--- src/rtl/multicore_pkg.sv ---
`default_nettype none
// ============================================================================
// Module   : multicore_pkg
// Brief    : Shared types and helpers for the multicore memory subsystem.
// Revision : 1.0 - initial release with the read-arbiter state type
// ============================================================================
package multicore_pkg;

    // Read-arbiter FSM states: idle, AR handshake pending, R burst in flight
    typedef enum logic [1:0] {
        ARB_IDLE = 2'd0,
        ARB_ADDR = 2'd1,
        ARB_DATA = 2'd2
    } arb_state_e;

    // Width of an index into a set of n requesters (never zero)
    function automatic int unsigned ptr_width(input int unsigned n);
        return (n > 1) ? $clog2(n) : 1;
    endfunction

endpackage
`default_nettype wire

--- src/rtl/rr_arbiter.sv ---
`default_nettype none
// ============================================================================
// Module   : rr_arbiter
// Brief    : Combinational round-robin picker. Grants the first requester at
//            or after i_ptr, wrapping around. The pointer is held by the parent.
// Revision : 1.0 - initial release
// ============================================================================
module rr_arbiter
    import multicore_pkg::*;
#(
    parameter int N = 2
) (
    input  logic [N-1:0]            i_req,
    input  logic [ptr_width(N)-1:0] i_ptr,
    output logic [N-1:0]            o_gnt,
    output logic                    o_any
);

    localparam int c_PW = ptr_width(N);

    logic w_found;

    // Scan i_ptr..N-1 first, then 0..i_ptr-1; first hit wins
    always_comb begin
        o_gnt   = '0;
        w_found = 1'b0;
        for (int i = 0; i < N; i++) begin
            if (!w_found && i_req[i] && (c_PW'(i) >= i_ptr)) begin
                o_gnt[i] = 1'b1;
                w_found  = 1'b1;
            end
        end
        for (int i = 0; i < N; i++) begin
            if (!w_found && i_req[i] && (c_PW'(i) < i_ptr)) begin
                o_gnt[i] = 1'b1;
                w_found  = 1'b1;
            end
        end
    end

    assign o_any = |i_req;

endmodule
`default_nettype wire

--- src/rtl/axi_read_arbiter.sv ---
`default_nettype none
// ============================================================================
// Module   : axi_read_arbiter
// Brief    : Shares one AXI4 read channel among NUM_REQ cache refill engines.
//            Round-robin, one outstanding burst; R beats steered to the owner.
// Revision : 1.0 - initial release
// ============================================================================
module axi_read_arbiter
    import multicore_pkg::*;
#(
    parameter int NUM_REQ    = 2,
    parameter int ADDR_SIZE  = 32,
    parameter int DATA_WIDTH = 32,
    parameter int LEN_BITS   = 8
) (
    input  logic                          i_aclk,
    input  logic                          i_areset_n,
    input  logic [NUM_REQ-1:0]            i_req,
    input  logic [NUM_REQ*ADDR_SIZE-1:0]  i_addr,
    input  logic [NUM_REQ*LEN_BITS-1:0]   i_len,
    output logic [NUM_REQ-1:0]            o_grant,
    output logic [NUM_REQ-1:0]            o_rvalid,
    output logic [DATA_WIDTH-1:0]         o_rdata,
    output logic                          o_rlast,
    output logic [1:0]                    o_rresp,
    output logic                          o_busy,
    output logic [ADDR_SIZE-1:0]          o_araddr,
    output logic [LEN_BITS-1:0]           o_arlen,
    output logic                          o_arvalid,
    input  logic                          i_arready,
    input  logic                          i_rvalid,
    input  logic [DATA_WIDTH-1:0]         i_rdata,
    input  logic                          i_rlast,
    input  logic [1:0]                    i_rresp,
    output logic                          o_rready
);

    localparam int         c_PW       = ptr_width(NUM_REQ);
    localparam logic [1:0] c_ST_IDLE  = ARB_IDLE;
    localparam logic [1:0] c_ST_ADDR  = ARB_ADDR;
    localparam logic [1:0] c_ST_DATA  = ARB_DATA;

    logic [1:0]           r_state;
    logic [c_PW-1:0]      r_rr_ptr;
    logic [c_PW-1:0]      r_owner;
    logic [ADDR_SIZE-1:0] r_araddr;
    logic [LEN_BITS-1:0]  r_arlen;

    logic [NUM_REQ-1:0]   w_gnt;
    logic                 w_any;
    logic [c_PW-1:0]      w_pick;
    logic [ADDR_SIZE-1:0] w_pick_addr;
    logic [LEN_BITS-1:0]  w_pick_len;
    logic [NUM_REQ-1:0]   w_owner_oh;
    logic [c_PW-1:0]      w_next_ptr;
    logic                 w_in_addr;
    logic                 w_in_data;

    rr_arbiter #(
        .N (NUM_REQ)
    ) u_rr_arbiter (
        .i_req (i_req),
        .i_ptr (r_rr_ptr),
        .o_gnt (w_gnt),
        .o_any (w_any)
    );

    // Turn the one-hot winner into an index and select its address/length
    always_comb begin
        w_pick      = '0;
        w_pick_addr = '0;
        w_pick_len  = '0;
        for (int i = 0; i < NUM_REQ; i++) begin
            if (w_gnt[i]) begin
                w_pick      = c_PW'(i);
                w_pick_addr = i_addr[i*ADDR_SIZE +: ADDR_SIZE];
                w_pick_len  = i_len[i*LEN_BITS +: LEN_BITS];
            end
        end
    end

    // One-hot view of the burst owner for grant and beat steering
    always_comb begin
        w_owner_oh = '0;
        for (int i = 0; i < NUM_REQ; i++) begin
            w_owner_oh[i] = (r_owner == c_PW'(i));
        end
    end

    // Pointer moves just past the owner so it loses the next contention
    assign w_next_ptr = (r_owner == c_PW'(NUM_REQ - 1)) ? '0 : r_owner + c_PW'(1);

    // Burst sequencing: IDLE -> ADDR (AR handshake) -> DATA (until rlast)
    always_ff @(posedge i_aclk or negedge i_areset_n) begin
        if (!i_areset_n) begin
            r_state  <= c_ST_IDLE;
            r_rr_ptr <= '0;
            r_owner  <= '0;
            r_araddr <= '0;
            r_arlen  <= '0;
        end else begin
            case (r_state)
                c_ST_IDLE: begin
                    if (w_any) begin
                        r_owner  <= w_pick;
                        r_araddr <= w_pick_addr;
                        r_arlen  <= w_pick_len;
                        r_state  <= c_ST_ADDR;
                    end
                end
                c_ST_ADDR: begin
                    if (i_arready) begin
                        r_rr_ptr <= w_next_ptr;
                        r_state  <= c_ST_DATA;
                    end
                end
                c_ST_DATA: begin
                    if (i_rvalid && i_rlast) begin
                        r_state <= c_ST_IDLE;
                    end
                end
                default: r_state <= c_ST_IDLE;
            endcase
        end
    end

    assign w_in_addr = (r_state == c_ST_ADDR);
    assign w_in_data = (r_state == c_ST_DATA);

    assign o_arvalid = w_in_addr;
    assign o_araddr  = r_araddr;
    assign o_arlen   = r_arlen;
    assign o_grant   = (w_in_addr && i_arready) ? w_owner_oh : '0;
    assign o_rready  = w_in_data;
    assign o_rvalid  = (w_in_data && i_rvalid) ? w_owner_oh : '0;
    assign o_rlast   = w_in_data && i_rvalid && i_rlast;
    assign o_rdata   = i_rdata;
    assign o_rresp   = i_rresp;
    assign o_busy    = (r_state != c_ST_IDLE);

endmodule
`default_nettype wire
--- config.mk ---
export PLATFORM = sky130hd
export DESIGN_NAME = axi_read_arbiter
export DESIGN_NICKNAME = d
export VERILOG_FILES = /design/src/rtl/multicore_pkg.sv /design/src/rtl/rr_arbiter.sv /design/src/rtl/axi_read_arbiter.sv
export SDC_FILE = /design/constraint.sdc
export NUM_CORES = 1
export LEC_CHECK = 0
export ABC_AREA = 1
export ABC_CLOCK_PERIOD_IN_PS = 3700
export BUFFER_PORTS_ARGS = -buffer_cell sky130_fd_sc_hd__buf_2
export CAP_MARGIN = 20
export CORE_MARGIN = 2
export CORE_UTILIZATION = 30
export CTS_CLUSTER_DIAMETER = 40
export DETAILED_ROUTE_END_ITERATION = 16
export PLACE_DENSITY_LB_ADDON = 0.25
export SYNTH_ARGS = -nofsm -noshare
export SYNTH_HDL_FRONTEND = slang
export SYNTH_SLANG_ARGS = --single-unit
export TNS_END_PERCENT = 20
--- constraint.sdc ---
create_clock -name i_aclk -period 3.7 [get_ports i_aclk]
set_clock_uncertainty 0.15 [all_clocks]
set_input_delay 0.37 -clock i_aclk [delete_from_list [all_inputs] [get_ports i_aclk]]
set_output_delay 0.37 -clock i_aclk [all_outputs]
set_load 0.03 [all_outputs]
==> impl_metrics.tcl <==
set metrics [dict create \
    status "complete, no violations" \
    cts_resized 0 \
    pwr-share-comb 0.549 \
    hold_buffers 0 \
    portBuffers 134 \
    tns_ns 0 \
    cts_root_buf "clkbuf_8" \
    synthMuxAreaShare 0 \
    ioPinCount 203 \
    wl_um 7180 \
    core_area_mm2 0.00859 \
    cp.arrival_ns 2.23 \
    gp_congestion 0.737 \
    worst_path_largest_cell_delay_ns 0.60 \
    yosys_warnings 0 \
    antenna_found_initial 0 \
    internal_power_mw 1.22 \
    initial_core_util 0.305 \
    r2r_end "r_owner" \
    die-area_mm2 0.00949 \
    dr.first_iter.drc_count 87 \
    r2r_slack_ns 1.73 \
    worstPathMaxFanout 40 \
    die_x_um 97.4 \
    grt_use_total 0.149 \
    mappedNetlistNets 493 \
    cp-end-kind "flop" \
    rows 34 \
    syn_avg_cell_area_um2 7.04 \
    grt_max_degree 45 \
    crit_required_ns 3.72 \
    n_antenna_cell 0 \
    netlist_instances 372 \
    synth_simple_gate_area_frac 0.413 \
    via_count 2612 \
    dp_hpwl_um 5050 \
    grt_setup_unrepaired "false" \
    power.density_mw_per_mm2 775 \
    firstDrtPassIters 4 \
    maxSlewViolCount 0 \
    whs_endpoint "r_state[0]" \
    clock.fmax_mhz 452 \
    synthAdderAreaFrac 0 \
    p_seq_frac 0.327 \
    synth_xor_area_frac 0 \
    h-tree-depth 2 \
    path_buf_inv 2 \
    critPathMostFrequentCell "nand2_1" \
    worst_pin_slew_ns 0.929 \
    design_area_mm2 0.00320 \
    dieHeight_um 97.4 \
    vdd_drop_max_uv 268 \
    layout.nets 582 \
    area_delta_synth_final_pct 22.3 \
    synth_cell_type_count 15 \
    max_slew_margin 0.379 \
    grt_pass1_vias 2465 \
    power_switching_mw 1.26 \
    finalSetupViolCount 0 \
    numCtsBuffers 5 \
    synth_area_mm2 0.00262 \
    via_per_inst 4.58 \
    reg2reg_from "r_state[1]" \
    grt_first_pass_wirelength_um 11700 \
    cap_viol_max_count 0 \
    path_clk_slew_ns 0.08 \
    crit_family "buffers and inverters" \
    ys_seq_area_frac 0.421 \
    cts_setup_buffers 0 \
    dpl_cell_area_mm2 0.00308 \
    worstRegToRegCells 4 \
    slowest_stage "buf_2" \
    hold_depth 2 \
    tritoncts "yes" \
    insertion_delay_ns 0.29 \
    swShare 0.508 \
    path_cells "buf_2 > nand2_1 > buf_4 > nand2_1 > nor2_1 > nand2_1 > nand3_1" \
    wl_per_cell_um 12.6 \
    synth_compound_area_frac 0.0100 \
    clockBufferDepth 2 \
    period_minus_slack_ns 2.21 \
    p_clk_frac 0.124 \
    synth_seq_cells 44 \
    min_from "i_arready" \
    cellLeakagePower_nw 1.94 \
    clock_sink_count 44 \
    synth_top_family_by_area "simple AND/OR/NAND/NOR gates" \
    ant_nets 0 \
    hold_viol_final 0 \
    worstHoldPathType "primary input to flop" \
    timing.final.crit_share 0.598 \
    drc 0 \
    worstSetupStartpointType "primary input" \
    worstSetupPathType "primary input to flop" \
    drive_above_1_share 0.320 \
    grt_overflow 0 \
]
-- Yosys cell counts, drive strengths merged --
| master | count | area (um2) |
|---|---|---|
| nand3 | 80 | 400 |
| nor3 | 1 | 5.00 |
| o31ai | 1 | 7.51 |
| o21ai | 2 | 13.8 |
| nor2 | 13 | 63.8 |
| dfrtp | 44 | 1100 |
| inv | 10 | 37.5 |
| buf | 54 | 360 |
| nand2 | 163 | 612 |
| a21oi | 1 | 5.00 |
| clkbuf | 3 | 11.3 |
-- per-layer routing --
layer,vias to the layer above,wire (um),global-route usage
li1,1315,-,-
met1,1179,3120,0.188
met2,103,3340,0.251
met3,15,627,0.0424
met4,0,97,0.0395
met5,-,0,0
-- power groups by stage --
stage / clock network (mW) / logic, mW / registers [mW]
floorplan: 0 / 0.666 / 1.18
global placement: 0 / 1.35 / 0.829
detailed placement: 0 / 1.38 / 0.821
CTS: 0.323 / 1.37 / 0.816
global route: 0.340 / 1.51 / 0.842
finish: 0.307 / 1.36 / 0.812
-- area by class of cell --
| class | instances | area [um2] |
|---|---|---|
| Fill cell | 946 | 5390 |
| Multi-Input combinational cell | 261 | 1110 |
| Sequential cell | 44 | 1100 |
| Timing Repair Buffer | 139 | 723 |
| Tap cell | 108 | 135 |
| Clock buffer | 8 | 90.1 |
| Inverter | 10 | 37.5 |
-- sequential cells by signal, indices dropped and copies added, names as in the netlist --
name and flops:
o_araddr 32, o_arlen 8, r_owner 1, r_rr_ptr 1, r_state 2
-- logic make-up after synthesis --
group,Yosys count
buffers and inverters,67
AOI/OAI and AO/OA,4
DFF,44
and+or+nand+nor,257
-- worst reg2reg max path: cells and delay by family (launching register included) --
kind	cells	cell delay, ns
buffers and inverters	1	0.08
AOI/OAI and AO/OA	1	0.18
DFF	1	0.43
and+or+nand+nor	2	0.97
-- through the flow --
stage               hold WS, ns  std cells  setup slack, ns  power (mW)   util
detailed placement        0.314        560             1.17        2.20  0.359
floorplan               -0.0756        372             1.61        1.85      -
global route              0.118        570             1.33        2.69  0.373
finish                    0.133        570             1.49        2.48  0.373
global placement          0.311        560             1.24        2.18  0.359
CTS                       0.117        568             1.49        2.51  0.369
-- placed cells by master (no fill, tap or decap) --
cell type	netlist	routed
dfrtp_1	44	44
buf_12	0	1
o31ai_1	1	1
nor2_1	11	11
nor3_1	1	1
dlygate4sd3_1	0	1
clkbuf_8	0	6
clkbuf_1	3	2
buf_2	18	134
a21oi_1	1	1
nor2_4	2	2
inv_1	9	9
inv_2	1	1
nand2_1	163	163
o21ai_4	0	1
nand3_1	80	80
buf_4	36	3
o21ai_0	1	1
-- worst max-delay path by stage --
stage                     cells after the start  startpoint      endpoint
after floorplan                               4  r_state[0]    o_grant[1]
after CTS                                     7    i_req[1]  o_araddr[17]
after detailed placement                      7    i_req[1]  o_araddr[17]
final                                         7    i_req[1]  o_araddr[17]
after global routing                          7    i_req[1]  o_araddr[20]
after global placement                        7    i_req[1]  o_araddr[17]
Note: power is estimated with default switching activity, not from simulation.
